File: config.mk
export PLATFORM = sky130hd
export DESIGN_NAME = muldiv_issue_flat
export DESIGN_NICKNAME = d
export VERILOG_FILES = /design/src/rtl/muldiv_issue_pkg.sv /design/src/rtl/muldiv_issue_if.sv /design/src/rtl/muldiv_issue_result_sel.sv /design/src/rtl/muldiv_issue.sv /design/src/flat_wrapper.sv
export SDC_FILE = /design/constraint.sdc
export NUM_CORES = 1
export LEC_CHECK = 0
export BUFFER_PORTS_ARGS = -buffer_cell sky130_fd_sc_hd__buf_2
export CAP_MARGIN = 20
export CORE_AREA = 2 2 282 284
export CTS_CLUSTER_DIAMETER = 50
export DETAILED_ROUTE_END_ITERATION = 8
export DIE_AREA = 0 0 284 286
export REMOVE_ABC_BUFFERS = 1
export SLEW_MARGIN = 20
export SYNTH_ARGS = -nofsm -noshare
export SYNTH_HDL_FRONTEND = slang
export SYNTH_SLANG_ARGS = --single-unit
File: constraint.sdc
create_clock -name clk -period 1.9 [get_ports clk]
set_input_delay 0.285 -clock clk [delete_from_list [all_inputs] [get_ports clk]]
set_output_delay 0.285 -clock clk [all_outputs]
set_load 0.01 [all_outputs]
File: src/rtl/muldiv_issue_pkg.sv
// Shared types and op-decode helpers for the M-extension issue/collect stage.
package muldiv_issue_pkg;

  localparam int MD_XLEN = 64;

  typedef enum logic [2:0] {
    OP_MUL    = 3'b000,
    OP_MULH   = 3'b001,
    OP_MULHSU = 3'b010,
    OP_MULHU  = 3'b011,
    OP_DIV    = 3'b100,
    OP_DIVU   = 3'b101,
    OP_REM    = 3'b110,
    OP_REMU   = 3'b111
  } muldiv_op_t;

  typedef enum logic [1:0] {
    ST_IDLE,
    ST_WAIT_DIV,
    ST_WAIT_MUL,
    ST_DONE
  } md_state_t;

  // mul_signs = {a_signed, b_signed}
  localparam logic [1:0] MUL_SIGNS_SS = 2'b11;
  localparam logic [1:0] MUL_SIGNS_SU = 2'b10;
  localparam logic [1:0] MUL_SIGNS_UU = 2'b00;

  function automatic logic is_div(input muldiv_op_t op);
    return op inside {OP_DIV, OP_DIVU, OP_REM, OP_REMU};
  endfunction

  function automatic logic res_hi(input muldiv_op_t op);
    return op inside {OP_MULH, OP_MULHSU, OP_MULHU, OP_REM, OP_REMU};
  endfunction

  function automatic logic div_signed(input muldiv_op_t op);
    return op inside {OP_DIV, OP_REM};
  endfunction

  function automatic logic [1:0] mul_sign_mode(input muldiv_op_t op);
    case (op)
      OP_MULH:   return MUL_SIGNS_SS;
      OP_MULHSU: return MUL_SIGNS_SU;
      default:   return MUL_SIGNS_UU;
    endcase
  endfunction

endpackage

File: src/rtl/muldiv_issue_if.sv
// Execute/writeback handshake plus the divider and multiplier request/response buses.
interface muldiv_issue_if;
  import muldiv_issue_pkg::*;

  logic                   in_valid;
  logic                   in_ready;
  muldiv_op_t             in_op;
  logic                   in_w;
  logic [MD_XLEN-1:0]     in_a;
  logic [MD_XLEN-1:0]     in_b;
  logic                   flush;

  logic                   out_valid;
  logic                   out_ready;
  logic [MD_XLEN-1:0]     out_data;

  logic                   div_valid;
  logic [MD_XLEN-1:0]     div_a;
  logic [MD_XLEN-1:0]     div_b;
  logic                   div_uors;
  logic                   div_w;
  logic                   div_ok;
  logic [2*MD_XLEN-1:0]   div_c;

  logic                   mul_valid;
  logic [MD_XLEN-1:0]     mul_a;
  logic [MD_XLEN-1:0]     mul_b;
  logic [1:0]             mul_signs;
  logic                   mul_w;
  logic                   mul_ok;
  logic [2*MD_XLEN-1:0]   mul_c;

  modport slave (
    input  in_valid, in_op, in_w, in_a, in_b, flush, out_ready,
           div_ok, div_c, mul_ok, mul_c,
    output in_ready, out_valid, out_data,
           div_valid, div_a, div_b, div_uors, div_w,
           mul_valid, mul_a, mul_b, mul_signs, mul_w
  );

  modport master (
    output in_valid, in_op, in_w, in_a, in_b, flush, out_ready,
           div_ok, div_c, mul_ok, mul_c,
    input  in_ready, out_valid, out_data,
           div_valid, div_a, div_b, div_uors, div_w,
           mul_valid, mul_a, mul_b, mul_signs, mul_w
  );

endinterface

File: src/rtl/muldiv_issue_result_sel.sv
// Picks the architectural 64-bit result out of a unit's 128-bit {hi,lo} output.
module muldiv_result_sel
  import muldiv_issue_pkg::*;
(
  input  muldiv_op_t    i_op,
  input  logic          i_w,
  input  logic [127:0]  i_c,
  output logic [63:0]   o_data
);

  logic [63:0] w_sel;

  // Word forms always sign-extend bit 31, unsigned ones included.
  always_comb begin
    w_sel  = res_hi(i_op) ? i_c[127:64] : i_c[63:0];
    o_data = i_w ? {{32{w_sel[31]}}, w_sel[31:0]} : w_sel;
  end

endmodule

File: src/rtl/muldiv_issue.sv
// Issue/collect stage in front of the iterative divider and multiplier:
// holds one op stable for the unit, captures its result, holds it for writeback.
//
// state       | meaning
// ST_IDLE     | in_ready=1, waiting for an op from execute
// ST_WAIT_DIV | div_valid=1, waiting for div_ok
// ST_WAIT_MUL | mul_valid=1, waiting for mul_ok
// ST_DONE     | out_valid=1, result held until out_ready
module muldiv_issue
  import muldiv_issue_pkg::*;
#(
  parameter int XLEN = MD_XLEN
) (
  input  logic            clk,
  input  logic            rst_n,
  muldiv_issue_if.slave   if_bus
);

  md_state_t          r_state;
  md_state_t          w_next;
  muldiv_op_t         r_op;
  logic               r_w;
  logic [XLEN-1:0]    r_a;
  logic [XLEN-1:0]    r_b;
  logic [XLEN-1:0]    r_res;

  logic               w_accept;
  logic               w_capture;
  logic [2*XLEN-1:0]  w_c;
  logic [XLEN-1:0]    w_sel;

  assign w_accept  = if_bus.in_valid & (r_state == ST_IDLE) & ~if_bus.flush;
  assign w_capture = ~if_bus.flush &
                     (((r_state == ST_WAIT_DIV) & if_bus.div_ok) |
                      ((r_state == ST_WAIT_MUL) & if_bus.mul_ok));
  assign w_c       = (r_state == ST_WAIT_DIV) ? if_bus.div_c : if_bus.mul_c;

  muldiv_result_sel u_sel (
    .i_op   (r_op),
    .i_w    (r_w),
    .i_c    (w_c),
    .o_data (w_sel)
  );

  always_ff @(posedge clk or negedge rst_n) begin
    if (!rst_n) r_state <= ST_IDLE;
    else        r_state <= w_next;
  end

  always_comb begin
    w_next = r_state;
    if (if_bus.flush) begin
      w_next = ST_IDLE;
    end else begin
      case (r_state)
        ST_IDLE:     if (if_bus.in_valid) w_next = is_div(if_bus.in_op) ? ST_WAIT_DIV : ST_WAIT_MUL;
        ST_WAIT_DIV: if (if_bus.div_ok)   w_next = ST_DONE;
        ST_WAIT_MUL: if (if_bus.mul_ok)   w_next = ST_DONE;
        ST_DONE:     if (if_bus.out_ready) w_next = ST_IDLE;
        default:     w_next = ST_IDLE;
      endcase
    end
  end

  // Valids decode the registered state, so they fall the cycle after ok.
  always_comb begin
    if_bus.in_ready  = (r_state == ST_IDLE);
    if_bus.out_valid = (r_state == ST_DONE);
    if_bus.div_valid = (r_state == ST_WAIT_DIV);
    if_bus.mul_valid = (r_state == ST_WAIT_MUL);
  end

  always_ff @(posedge clk or negedge rst_n) begin
    if (!rst_n) begin
      r_op  <= OP_MUL;
      r_w   <= 1'b0;
      r_a   <= '0;
      r_b   <= '0;
      r_res <= '0;
    end else begin
      if (w_accept) begin
        r_op <= if_bus.in_op;
        r_w  <= if_bus.in_w;
        r_a  <= if_bus.in_a;
        r_b  <= if_bus.in_b;
      end
      if (if_bus.flush)   r_res <= '0;
      else if (w_capture) r_res <= w_sel;
    end
  end

  assign if_bus.out_data  = r_res;
  assign if_bus.div_a     = r_a;
  assign if_bus.div_b     = r_b;
  assign if_bus.div_uors  = div_signed(r_op);
  assign if_bus.div_w     = r_w;
  assign if_bus.mul_a     = r_a;
  assign if_bus.mul_b     = r_b;
  assign if_bus.mul_signs = mul_sign_mode(r_op);
  assign if_bus.mul_w     = r_w;

endmodule

File: src/flat_wrapper.sv
// flat-port wrapper written by rule: the top's interface ports become plain ports
module muldiv_issue_flat import muldiv_issue_pkg::*;
#(
  parameter int XLEN = MD_XLEN
)
  (clk, rst_n, if_bus_in_valid, if_bus_in_op, if_bus_in_w, if_bus_in_a, if_bus_in_b, if_bus_flush, if_bus_out_ready, if_bus_div_ok, if_bus_div_c, if_bus_mul_ok, if_bus_mul_c, if_bus_in_ready, if_bus_out_valid, if_bus_out_data, if_bus_div_valid, if_bus_div_a, if_bus_div_b, if_bus_div_uors, if_bus_div_w, if_bus_mul_valid, if_bus_mul_a, if_bus_mul_b, if_bus_mul_signs, if_bus_mul_w);
  muldiv_issue_if if_bus_i ();
  input  logic clk;
  input  logic rst_n;
  input wire logic [$bits(if_bus_i.in_valid)-1:0] if_bus_in_valid;
  input wire logic [$bits(if_bus_i.in_op)-1:0] if_bus_in_op;
  input wire logic [$bits(if_bus_i.in_w)-1:0] if_bus_in_w;
  input wire logic [$bits(if_bus_i.in_a)-1:0] if_bus_in_a;
  input wire logic [$bits(if_bus_i.in_b)-1:0] if_bus_in_b;
  input wire logic [$bits(if_bus_i.flush)-1:0] if_bus_flush;
  input wire logic [$bits(if_bus_i.out_ready)-1:0] if_bus_out_ready;
  input wire logic [$bits(if_bus_i.div_ok)-1:0] if_bus_div_ok;
  input wire logic [$bits(if_bus_i.div_c)-1:0] if_bus_div_c;
  input wire logic [$bits(if_bus_i.mul_ok)-1:0] if_bus_mul_ok;
  input wire logic [$bits(if_bus_i.mul_c)-1:0] if_bus_mul_c;
  output wire logic [$bits(if_bus_i.in_ready)-1:0] if_bus_in_ready;
  output wire logic [$bits(if_bus_i.out_valid)-1:0] if_bus_out_valid;
  output wire logic [$bits(if_bus_i.out_data)-1:0] if_bus_out_data;
  output wire logic [$bits(if_bus_i.div_valid)-1:0] if_bus_div_valid;
  output wire logic [$bits(if_bus_i.div_a)-1:0] if_bus_div_a;
  output wire logic [$bits(if_bus_i.div_b)-1:0] if_bus_div_b;
  output wire logic [$bits(if_bus_i.div_uors)-1:0] if_bus_div_uors;
  output wire logic [$bits(if_bus_i.div_w)-1:0] if_bus_div_w;
  output wire logic [$bits(if_bus_i.mul_valid)-1:0] if_bus_mul_valid;
  output wire logic [$bits(if_bus_i.mul_a)-1:0] if_bus_mul_a;
  output wire logic [$bits(if_bus_i.mul_b)-1:0] if_bus_mul_b;
  output wire logic [$bits(if_bus_i.mul_signs)-1:0] if_bus_mul_signs;
  output wire logic [$bits(if_bus_i.mul_w)-1:0] if_bus_mul_w;
  assign if_bus_i.in_valid = if_bus_in_valid;
  assign if_bus_i.in_op = if_bus_in_op;
  assign if_bus_i.in_w = if_bus_in_w;
  assign if_bus_i.in_a = if_bus_in_a;
  assign if_bus_i.in_b = if_bus_in_b;
  assign if_bus_i.flush = if_bus_flush;
  assign if_bus_i.out_ready = if_bus_out_ready;
  assign if_bus_i.div_ok = if_bus_div_ok;
  assign if_bus_i.div_c = if_bus_div_c;
  assign if_bus_i.mul_ok = if_bus_mul_ok;
  assign if_bus_i.mul_c = if_bus_mul_c;
  assign if_bus_in_ready = if_bus_i.in_ready;
  assign if_bus_out_valid = if_bus_i.out_valid;
  assign if_bus_out_data = if_bus_i.out_data;
  assign if_bus_div_valid = if_bus_i.div_valid;
  assign if_bus_div_a = if_bus_i.div_a;
  assign if_bus_div_b = if_bus_i.div_b;
  assign if_bus_div_uors = if_bus_i.div_uors;
  assign if_bus_div_w = if_bus_i.div_w;
  assign if_bus_mul_valid = if_bus_i.mul_valid;
  assign if_bus_mul_a = if_bus_i.mul_a;
  assign if_bus_mul_b = if_bus_i.mul_b;
  assign if_bus_mul_signs = if_bus_i.mul_signs;
  assign if_bus_mul_w = if_bus_i.mul_w;
  muldiv_issue #(.XLEN(XLEN)) u_core (.clk(clk), .rst_n(rst_n), .if_bus(if_bus_i));
endmodule
Yosys cells after proc, flatten, opt, wreduce, memory -nomap -nowiden
Cells that the tools add are included.
{"block": "totals", "register_bits": 198, "word_cells": 49, "output_inout_bits": 329, "in_bits": 395}
{"block": "classes", "n_bitwise": 7, "eq_ne": 17, "reduce_logical": 6, "n_mux": 13}
{"cell": "two-way mux 64 bit", "count": 4}
{"cell": "two-way mux 128 bit", "count": 1}
{"cell": "equality test 3 bit (second input constant)", "count": 7}
{"cell": "two-way mux 2 bit", "count": 6}
{"cell": "inequality test 3 bit (second input constant)", "count": 4}
{"cell": "case mux 2 bit (4 select lines)", "count": 1}
{"cell": "equality test 3 x 2 -> 1 bit (second input constant)", "count": 2}
{"cell": "bitwise AND 1 bit", "count": 5}
{"cell": "nonzero test 5 bit", "count": 1}
{"cell": "equality test 2 bit (second input constant)", "count": 2}
{"cell": "case mux 2 bit (2 select lines)", "count": 1}
{"cell": "AND reduction 4 bit", "count": 1}
{"cell": "nonzero test 2 bit", "count": 2}
{"cell": "nonzero test 4 bit", "count": 1}
{"cell": "equality test 3 x 1 -> 1 bit (second input constant)", "count": 1}
{"cell": "equality test 2 x 1 -> 1 bit (second input constant)", "count": 1}
{"cell": "zero test 2 bit", "count": 1}
{"cell": "NOT 1 bit", "count": 1}
{"cell": "bitwise OR 1 bit", "count": 1}

Logic depth before layout (Yosys ltp)
Gate-level depths: netlist of the first run.
{"block": "depth", "ltp_word": 6, "ltp_mapped": 7, "depth_no_buf": 6}

Modules after synthesis
From an unflattened synthesis of the first run, not the netlist that was laid out.
{"block": "unflattened", "cells_unflattened": 1051, "area_unflattened_um2": 12104.1}
{"mod": "muldiv_issue", "instances": 1, "cells_per_inst": 854, "seq_area_each_um2": 4954.8, "area_per_inst_um2": 10665.2}
{"mod": "muldiv_result_sel", "instances": 1, "cells_per_inst": 197, "seq_area_each_um2": 0.0, "area_per_inst_um2": 1438.9}

Worst setup path before layout of the first run
Ideal clock, no wire load.
{"block": "synth_path", "path_type": "reg2reg", "startpoint": "reg u_core.r_state[1]", "endpoint": "reg u_core.r_res[0], in the netlist u_core.if_bus.out_data[0]", "path_buffers": 2, "setup_ns": 0.121, "path_stages_with_launch": 7, "required_ns": 1.779, "path_slack_ns": -0.238, "synth_period_minus_slack_ns": 2.138, "t_arrival_ns": 2.017, "cell_sequence": "dfrtp_1 -> inv_1 -> ha_1 -> buf_2 -> buf_2 -> mux4_2 -> a22o_1"}
{"block": "synth_via", "elab_chain_cells": 6, "word_cells_on_any_way": 12, "cone_classes": "eq/ne (2); mux (5); bitwise (4); reduce/logical (1)"}
{"item": "start: declaration", "line_no": "muldiv_issue.sv:19", "source": "md_state_t r_state;"}
{"item": "start signal: assignment", "line_no": "muldiv_issue.sv:47", "source": "else r_state <= w_next;"}
{"item": "equality test 2 x 1 -> 1 bit *"}
{"item": "via if_bus_div_valid", "line_no": "flat_wrapper.sv:24", "source": "output wire logic [$bits(if_bus_i.div_valid)-1:0] if_bus_div_valid;"}
{"item": "two-way mux 128 bit", "line_no": "muldiv_issue.sv:36", "source": "assign w_c = (r_state == ST_WAIT_DIV) ? if_bus.div_c : if_bus.mul_c;"}
{"item": "two-way mux 64 bit", "line_no": "muldiv_issue_result_sel.sv:15", "source": "w_sel = res_hi(i_op) ? i_c[127:64] : i_c[63:0];"}
{"item": "two-way mux 64 bit", "line_no": "muldiv_issue_result_sel.sv:16", "source": "o_data = i_w ? {{32{w_sel[31]}}, w_sel[31:0]} : w_sel;"}
{"item": "two-way mux 64 bit", "line_no": "muldiv_issue.sv:88", "source": "else if (w_capture) r_res <= w_sel;"}
{"item": "two-way mux 64 bit", "line_no": "muldiv_issue.sv:87", "source": "if (if_bus.flush) r_res <= '0;"}
{"item": "end signal: assignment", "line_no": "muldiv_issue.sv:88"}
{"item": "end: declaration", "line_no": "muldiv_issue.sv:25", "source": "logic [XLEN-1:0] r_res;"}
The timed path passes the listed nets; every way through them passes the cells marked *. The select of a mux whose other input is x is not followed.
A chain may end at the register's enable or synchronous reset.

Worst setup path after layout of the first run
{"block": "layout_path", "startpoint": "reg u_core.r_state[1]", "endpoint": "reg u_core.r_res[53], in the netlist u_core.if_bus.out_data[53]"}
{"block": "layout_via", "elab_chain_cells": 6, "word_cells_on_any_way": 12, "cone_classes": "eq/ne (2); mux (5); bitwise (4); reduce/logical (1)"}
{"item": "equality test 2 x 1 -> 1 bit", "line_no": "muldiv_issue.sv:34, muldiv_issue.sv:36"}
{"item": "two-way mux 128 bit", "line_no": "muldiv_issue.sv:36"}
{"item": "two-way mux 64 bit", "line_no": "muldiv_issue_result_sel.sv:15"}
{"item": "two-way mux 64 bit", "line_no": "muldiv_issue_result_sel.sv:16"}
{"item": "two-way mux 64 bit", "line_no": "muldiv_issue.sv:88"}
{"item": "two-way mux 64 bit", "line_no": "muldiv_issue.sv:87"}
Parallel ways exist; a longest one is shown, timed or not. The select of a mux whose other input is x is not followed.

==> run_results.csv, run 1 <==
group,metric,value,unit
clocking,cts_max_level,4,
detailed_routing,drcViolationCount,0,
synthesis,netlist_area,9922,um2
finish,ff_latch_area,4956,um2
power,p_leak,8.236,nW
floorplan,row_count,103,
clocking,cts.sinks,198,
finish,layout.cells.non_filler,2514,
setup_path,timing.rr.end,"u_core.if_bus.out_data[53]$_DFFE_PN0P_",
finish,layout_commonest_cell,"buf_2",
finish,drive_above_1_share,71.86,%
run_status,violations,"negative setup slack",
setup_path,crit_chain,"inv_2 > ha_4 > buf_6 > mux2_4 > o2111a_2 > buf_12 > a221o_1",
global_routing,grt_pass1_vias,9466,
sta,skew,0.02857,ns
floorplan,die_h,286,um
synthesis,synthCells,668,
detailed_routing,vias,9243,
placement,gp_congestion,0.8819,
synthesis,syn_avg_cell_area,14.85,um2
sta,fin_crit,1.964,ns
clocking,clk_pin_slew_worst_paths,0.08,ns
setup_path,start_kind,"register",
setup_path,critPathCaptureType,"register",
synthesis,seq_area_frac_synth,49.94,%
clocking,root_buffer,"clkbuf_16",
global_routing,grt_usage,15.55,%
finish,multi_input_area,3983,um2
setup_path,worst-setup-path-type,"reg -> reg",
setup_path,path_delay_family,"compound AO/OA/AOI/OAI gates",
synthesis,synthDistinctLibCells,29,
setup_path,r2r_cells,7,
sta,totalNegativeSetupSlack,-2.310,ns
floorplan,io_pins,724,
setup_path,reg2reg_slack,-0.06,ns
setup_path,critPathLaunch,"u_core.r_state[1]$_DFFE_PN0P_",
detailed_routing,wl_per_cell,26.18,um
clocking,clock_latency,0.49,ns
floorplan,initial_core_util,12.66,%
global_routing,grt_pass1_wl,84.84,mm
global_routing,grt_max_degree,67,
floorplan,coreArea,78360,um2
clocking,cts_buffers,17,
power,ir_worst_vdd,0.6751,mV
setup_path,critPathMaxStageDelay,0.41,ns
placement,io_buffer_count,723,
sta,setup_viol,80,
min_path,whs_path_depth,2,
sta,drv_slew,0,
finish,nets,1845,
job,cap_violations,0,
setup_path,path_buf_inv,3,
clocking,cts_tree,"built",
global_routing,antenna_found_initial,20,
sta,fin_crit_sh,103.4,%
setup_path,critical_path.endpoint,"u_core.if_bus.out_data[53]$_DFFE_PN0P_",
synthesis,ys_ff_latch,198,
setup_path,critPathArrivalTime,2.34,ns
min_path,min-delay-path-class,"in -> reg",
sta,worst_pin_slew,0.4225,ns
detailed_routing,dr.pass1.iters,6,
sta,slew_headroom,71.74,%
run_status,status,"complete, but fails checks",
setup_path,cp_num_cells,7,
detailed_routing,drt-total-wl,65.82,mm
setup_path,slowest_stage,"dfrtp_1",
floorplan,dieWidth,284,um
setup_path,worstPathRequired,2.28,ns
sta,timing.final.ws_setup,-0.06397,ns
power,p_per_area,1681,nW/um2
power,design_power_total,28.49,mW
sta,grt_setup_unrepaired,"yes",
clocking,cts_buffer_depth,2,
finish,areaGrowthSynthToFinish,70.77,%
sta,fmax,0.5092,GHz
sta,hold_violations,0,
placement,place_inst,2319,
detailed_routing,drtIter0Drc,356,
global_routing,grt.overflow.total,0,
floorplan,dieArea,81220,um2
finish,layout_common_cells,"721 x buf_2, 197 x dfrtp_1, 126 x dlygate4sd3_1",
setup_path,r2r_start,"u_core.r_state[1]$_DFFE_PN0P_",
finish,fillers,8413,
setup_path,critPathMaxFanout,32,
placement,dp_hpwl,54.28,mm
synthesis,yosysWarnings,0,
detailed_routing,ant_nets,0,
detailed_routing,via_per_inst,3.677,
[flip-flops by register name, summed over array words and instances (netlist names)]
name	flops
u_core.if_bus.div_a	64
u_core.if_bus.out_data	64
u_core.if_bus.div_w	1
u_core.r_op	3
u_core.if_bus.div_b	64
u_core.r_state	2
[kinds of logic after synthesis]
logic type	count (synthesis)	synth area share (%)
multiplexers	196	29.43
buffers and inverters	178	12.17
flip-flops	198	49.94
XOR/XNOR	1	0.08829
AND/OR/NAND/NOR	18	0.9584
adder cells (fa/ha/maj)	6	0.7566
AO/OA/AOI/OAI	71	6.658
[per-layer routing]
| metal | vias to the layer above | track usage, % | routed length, um |
|---|---|---|---|
| li1 | 3959 | - | - |
| met1 | 4636 | 19.19 | 27200 |
| met2 | 557 | 25.59 | 31230 |
| met3 | 81 | 5.359 | 5518 |
| met4 | 10 | 4.579 | 1807 |
| met5 | - | 0 | 61 |
[metrics by stage]
| stage | instance area [um2] | util, % | hold slack (ns) | setup slack [ns] |
|---|---|---|---|---|
| floorplan | 8733 | - | -0.01059 | -5.445 |
| global placement | 14310 | 18.26 | 0.1756 | -0.09702 |
| detailed placement | 14310 | 18.26 | 0.1771 | -0.1201 |
| CTS | 16660 | 21.26 | 0.0009893 | -0.08071 |
| global route | 16930 | 21.61 | 0.02522 | -0.1244 |
| finish | 16940 | 21.62 | 0.05294 | -0.06397 |
[worst min-delay path by stage]
stage,from,to,slack (ns)
after floorplan,rst_n,u_core.if_bus.div_a[0]$_DFFE_PN0P_,-0.01
after global placement,rst_n,u_core.if_bus.out_data[29]$_DFFE_PN0P_,0.18
after detailed placement,rst_n,u_core.if_bus.out_data[29]$_DFFE_PN0P_,0.18
after CTS,if_bus_in_b[8],u_core.if_bus.div_b[8]$_DFFE_PN0P_,0.001
after global routing,if_bus_in_b[8],u_core.if_bus.div_b[8]$_DFFE_PN0P_,0.03
final,if_bus_in_b[8],u_core.if_bus.div_b[8]$_DFFE_PN0P_,0.05
[final cells by class]
cell class                      count  area share, %
Tap cell                         1050          7.754
Antenna cell                        7         0.1034
Clock inverter                     14         0.9157
Sequential cell                   198          29.25
Clock buffer                       18          2.592
Multi-Input combinational cell    292          23.50
Inverter                            5         0.1108
Timing Repair Buffer              930          35.77
[Yosys cell counts, drive strengths merged]
cell / n / share of area, %
nor3: 1 / 0.050
o2111a: 1 / 0.11
o211ai: 1 / 0.076
a221o: 33 / 3.3
buf: 158 / 11
a311oi: 2 / 0.18
inv: 5 / 0.19
ha: 6 / 0.76
o21ai: 1 / 0.050
nand2b: 3 / 0.21
nand3: 1 / 0.050
a22o: 31 / 2.7
nand2: 3 / 0.14
mux2: 133 / 15
a221oi: 1 / 0.088
a2111oi: 1 / 0.088
nor2: 5 / 0.19
nor2b: 5 / 0.32
mux4: 63 / 14
clkbuf: 15 / 0.57
dfrtp: 198 / 50
xnor2: 1 / 0.088
[power by group]
group	switching (mW)	internal (mW)	total (mW)	leakage, nW
clock network	1.97	1.91	3.88	0.288
registers	2.17	6.23	8.40	2.41
logic	8.44	7.77	16.2	5.54
total	12.6	15.9	28.5	8.24
[repair_timing]
item | CTS | global route
hold buffers | 126 | 0
cloned | 4 | 5
endpoints found under the setup margin | 179 | 159
setup buffers | 19 | 7
resized for setup | 37 | 50
endpoints found under the hold margin | 231 | 0
pin swaps | 1 | 8
Note: power is estimated with default switching activity, not from simulation.
==> inputs of run 2 (changes only) <==
--- a/config.mk
+++ b/config.mk
@@ -11,7 +11,6 @@
 export CTS_CLUSTER_DIAMETER = 50
 export DETAILED_ROUTE_END_ITERATION = 8
 export DIE_AREA = 0 0 284 286
-export REMOVE_ABC_BUFFERS = 1
 export SLEW_MARGIN = 20
 export SYNTH_ARGS = -nofsm -noshare
 export SYNTH_HDL_FRONTEND = slang
==> run_results.csv, run 2 (synthesis results as in run 1) <==
group,metric,value,unit
sta,skew,0.01449,ns
clocking,clk_pin_slew_worst_paths,0.08,ns
sta,fin_crit,1.943,ns
setup_path,critPathMaxFanout,22,
finish,fillers,8484,
clocking,clock_latency,0.48,ns
placement,place_area,14410,um2
setup_path,worstPathRequired,2.25,ns
detailed_routing,vias,8675,
run_status,status,"complete, but fails checks",
min_path,min_from,"if_bus_in_a[41]",
finish,final_util,20.89,%
floorplan,die_h,286,um
floorplan,coreArea,78360,um2
power,p_sw,10.24,mW
finish,layout_common_cells,"720 x buf_2, 196 x dfrtp_1, 132 x mux2_2",
clocking,root_buffer,"clkbuf_16",
finish,areaGrowthSynthToFinish,64.96,%
global_routing,grt.overflow.total,0,
clocking,cts_buffers,17,
detailed_routing,ant_nets,0,
setup_path,r2r_cells,6,
clocking,cts.sinks,198,
floorplan,row_count,103,
power,power.share.clock,14.8,%
clocking,cts_tree,"built",
sta,drv_slew,0,
finish,multi_input_area,3869,um2
detailed_routing,drt-total-wl,44.30,mm
min_path,whs_endpoint,"u_core.if_bus.div_a[41]$_DFFE_PN0P_",
detailed_routing,drtIter0Drc,196,
job,cap_violations,0,
min_path,whs_path_depth,2,
sta,timing.final.ws_setup,-0.04254,ns
setup_path,worst-setup-path-type,"reg -> reg",
setup_path,start_kind,"register",
sta,setup_viol,26,
floorplan,io_pins,724,
synthesis,synth.net_count,1069,
finish,nets,1831,
sta,fmax,0.5148,GHz
floorplan,dieWidth,284,um
min_path,min-delay-path-class,"in -> reg",
placement,dp_hpwl,35.95,mm
detailed_routing,via_per_inst,3.467,
finish,fin_area,16370,um2
placement,io_buffer_count,723,
clocking,cts_max_level,4,
sta,fin_crit_sh,102.2,%
floorplan,dieArea,81220,um2
sta,holdWs,0.05289,ns
sta,grt_setup_unrepaired,"yes",
power,internal_power,15.36,mW
power,ir_worst_vdd,1.015,mV
setup_path,reg2reg_slack,-0.04,ns
detailed_routing,drcViolationCount,0,
setup_path,critPathCaptureType,"register",
placement,gp_congestion,0.8591,
power,swShare,40.01,%
global_routing,antenna_found_initial,12,
power,p_per_area,1564,nW/um2
sta,hold_violations,0,
detailed_routing,dr.pass1.iters,4,
sta,slew_headroom,72.90,%
setup_path,slowest_stage,"dfrtp_2",
setup_path,timing.rr.end,"u_core.if_bus.out_data[44]$_DFFE_PN0P_",
setup_path,r2r_start,"u_core.r_state[0]$_DFFE_PN0P_",
sta,worst_pin_slew,0.4065,ns
run_status,violations,"negative setup slack",
detailed_routing,wl_per_cell,17.71,um
global_routing,grt_usage,10.53,%
power,sequentialPowerShare,30.3,%
floorplan,initial_core_util,12.66,%
placement,pre_cts_ws,-0.05256,ns
global_routing,grt_pass1_vias,9220,
finish,ff_latch_area,4957,um2
clocking,cts_buffer_depth,2,
finish,layout_commonest_cell,"buf_2",
finish,drive_above_1_share,72.21,%
power,pwr-share-comb,54.9,%
power,p_leak,7.889,nW
setup_path,critPathMaxStageDelay,0.45,ns
global_routing,grt_max_degree,66,
global_routing,grt_pass1_wl,61.95,mm
setup_path,critPathArrivalTime,2.30,ns
setup_path,crit_chain,"buf_6 > ha_4 > mux2_4 > o2111a_2 > buf_12 > a221o_1",
-- run 2: cell types whose count changed in the layout (fill, tap and decap cells not counted), moves of 2 or more --
cell	previous run	this run
clkbuf_16	21	17
buf_16	5	1
buf_12	21	14
buf_4	28	56
dlygate4sd3_1	126	117
buf_6	14	6
buf_8	11	2
diode_2	7	9
mux2_4	31	1
mux2_2	102	132
-- run 2: area by class of cell --
type	count	area share (%)
Multi-Input combinational cell	292	23.64
Clock buffer	20	2.790
Antenna cell	9	0.1376
Inverter	5	0.1147
Tap cell	1050	8.027
Timing Repair Buffer	916	34.22
Clock inverter	12	0.7874
Sequential cell	198	30.29
-- run 2: worst max-delay path by stage --
stage                                             start                                     end  slack, ns  depth (start not counted)
after floorplan           u_core.r_state[1]$_DFFE_PN0P_  u_core.if_bus.out_data[33]$_DFFE_PN0P_      0.005                          6
after global placement       u_core.r_op[2]$_DFFE_PN0P_  u_core.if_bus.out_data[32]$_DFFE_PN0P_      -0.05                          5
after detailed placement     u_core.r_op[2]$_DFFE_PN0P_  u_core.if_bus.out_data[32]$_DFFE_PN0P_      -0.05                          5
after CTS                 u_core.r_state[0]$_DFFE_PN0P_  u_core.if_bus.out_data[44]$_DFFE_PN0P_      -0.03                          6
after global routing      u_core.r_state[1]$_DFFE_PN0P_  u_core.if_bus.out_data[62]$_DFFE_PN0P_      -0.09                          7
final                     u_core.r_state[0]$_DFFE_PN0P_  u_core.if_bus.out_data[44]$_DFFE_PN0P_      -0.04                          6
-- run 2: worst max-delay path, delay by kind of cell (launching register included) --
kind                     cells  cell delay (ns)
flip-flops                   1             0.45
AO/OA/AOI/OAI                2             0.57
buffers and inverters        2             0.29
adder cells (fa/ha/maj)      1             0.19
multiplexers                 1             0.31
-- run 2: what timing repair did --
action,CTS,global route
gates resized for setup,19,8
gates cloned,1,0
endpoints found under the setup margin,171,119
pin swaps,3,3
endpoints found under the hold margin,182,0
hold buffers,117,0
setup buffers,6,1
-- run 2: metrics by stage --
| step | power [mW] | TNS, ns | std cells |
|---|---|---|---|
| finish | 25.60 | -0.5243 | 2502 |
| global route | 27.33 | -3.188 | 2501 |
| CTS | 26.12 | -0.6013 | 2492 |
| detailed placement | 21.46 | -2.509 | 2336 |
| global placement | 21.30 | -0.2182 | 2336 |
| floorplan | 16.40 | 0 | 668 |
-- run 2: power by group through the flow --
stage	Sequential [mW]	Clock [mW]	Combinational, mW
6_report	7.75	3.80	14.1
3_5_place_dp	7.80	0	13.7
2_1_floorplan	8.47	0	7.93
4_1_cts	7.75	4.08	14.3
3_3_place_gp	7.74	0	13.6
5_1_grt	8.06	4.21	15.1
-- run 2: routing by layer --
| layer | track usage, % | vias to the layer above | wire [um] |
|---|---|---|---|
| met4 | 4.842 | 2 | 1536 |
| met5 | 0 | - | 13 |
| met1 | 11.27 | 4245 | 16650 |
| met3 | 3.038 | 53 | 2952 |
| li1 | - | 3911 | - |
| met2 | 19.13 | 464 | 23150 |
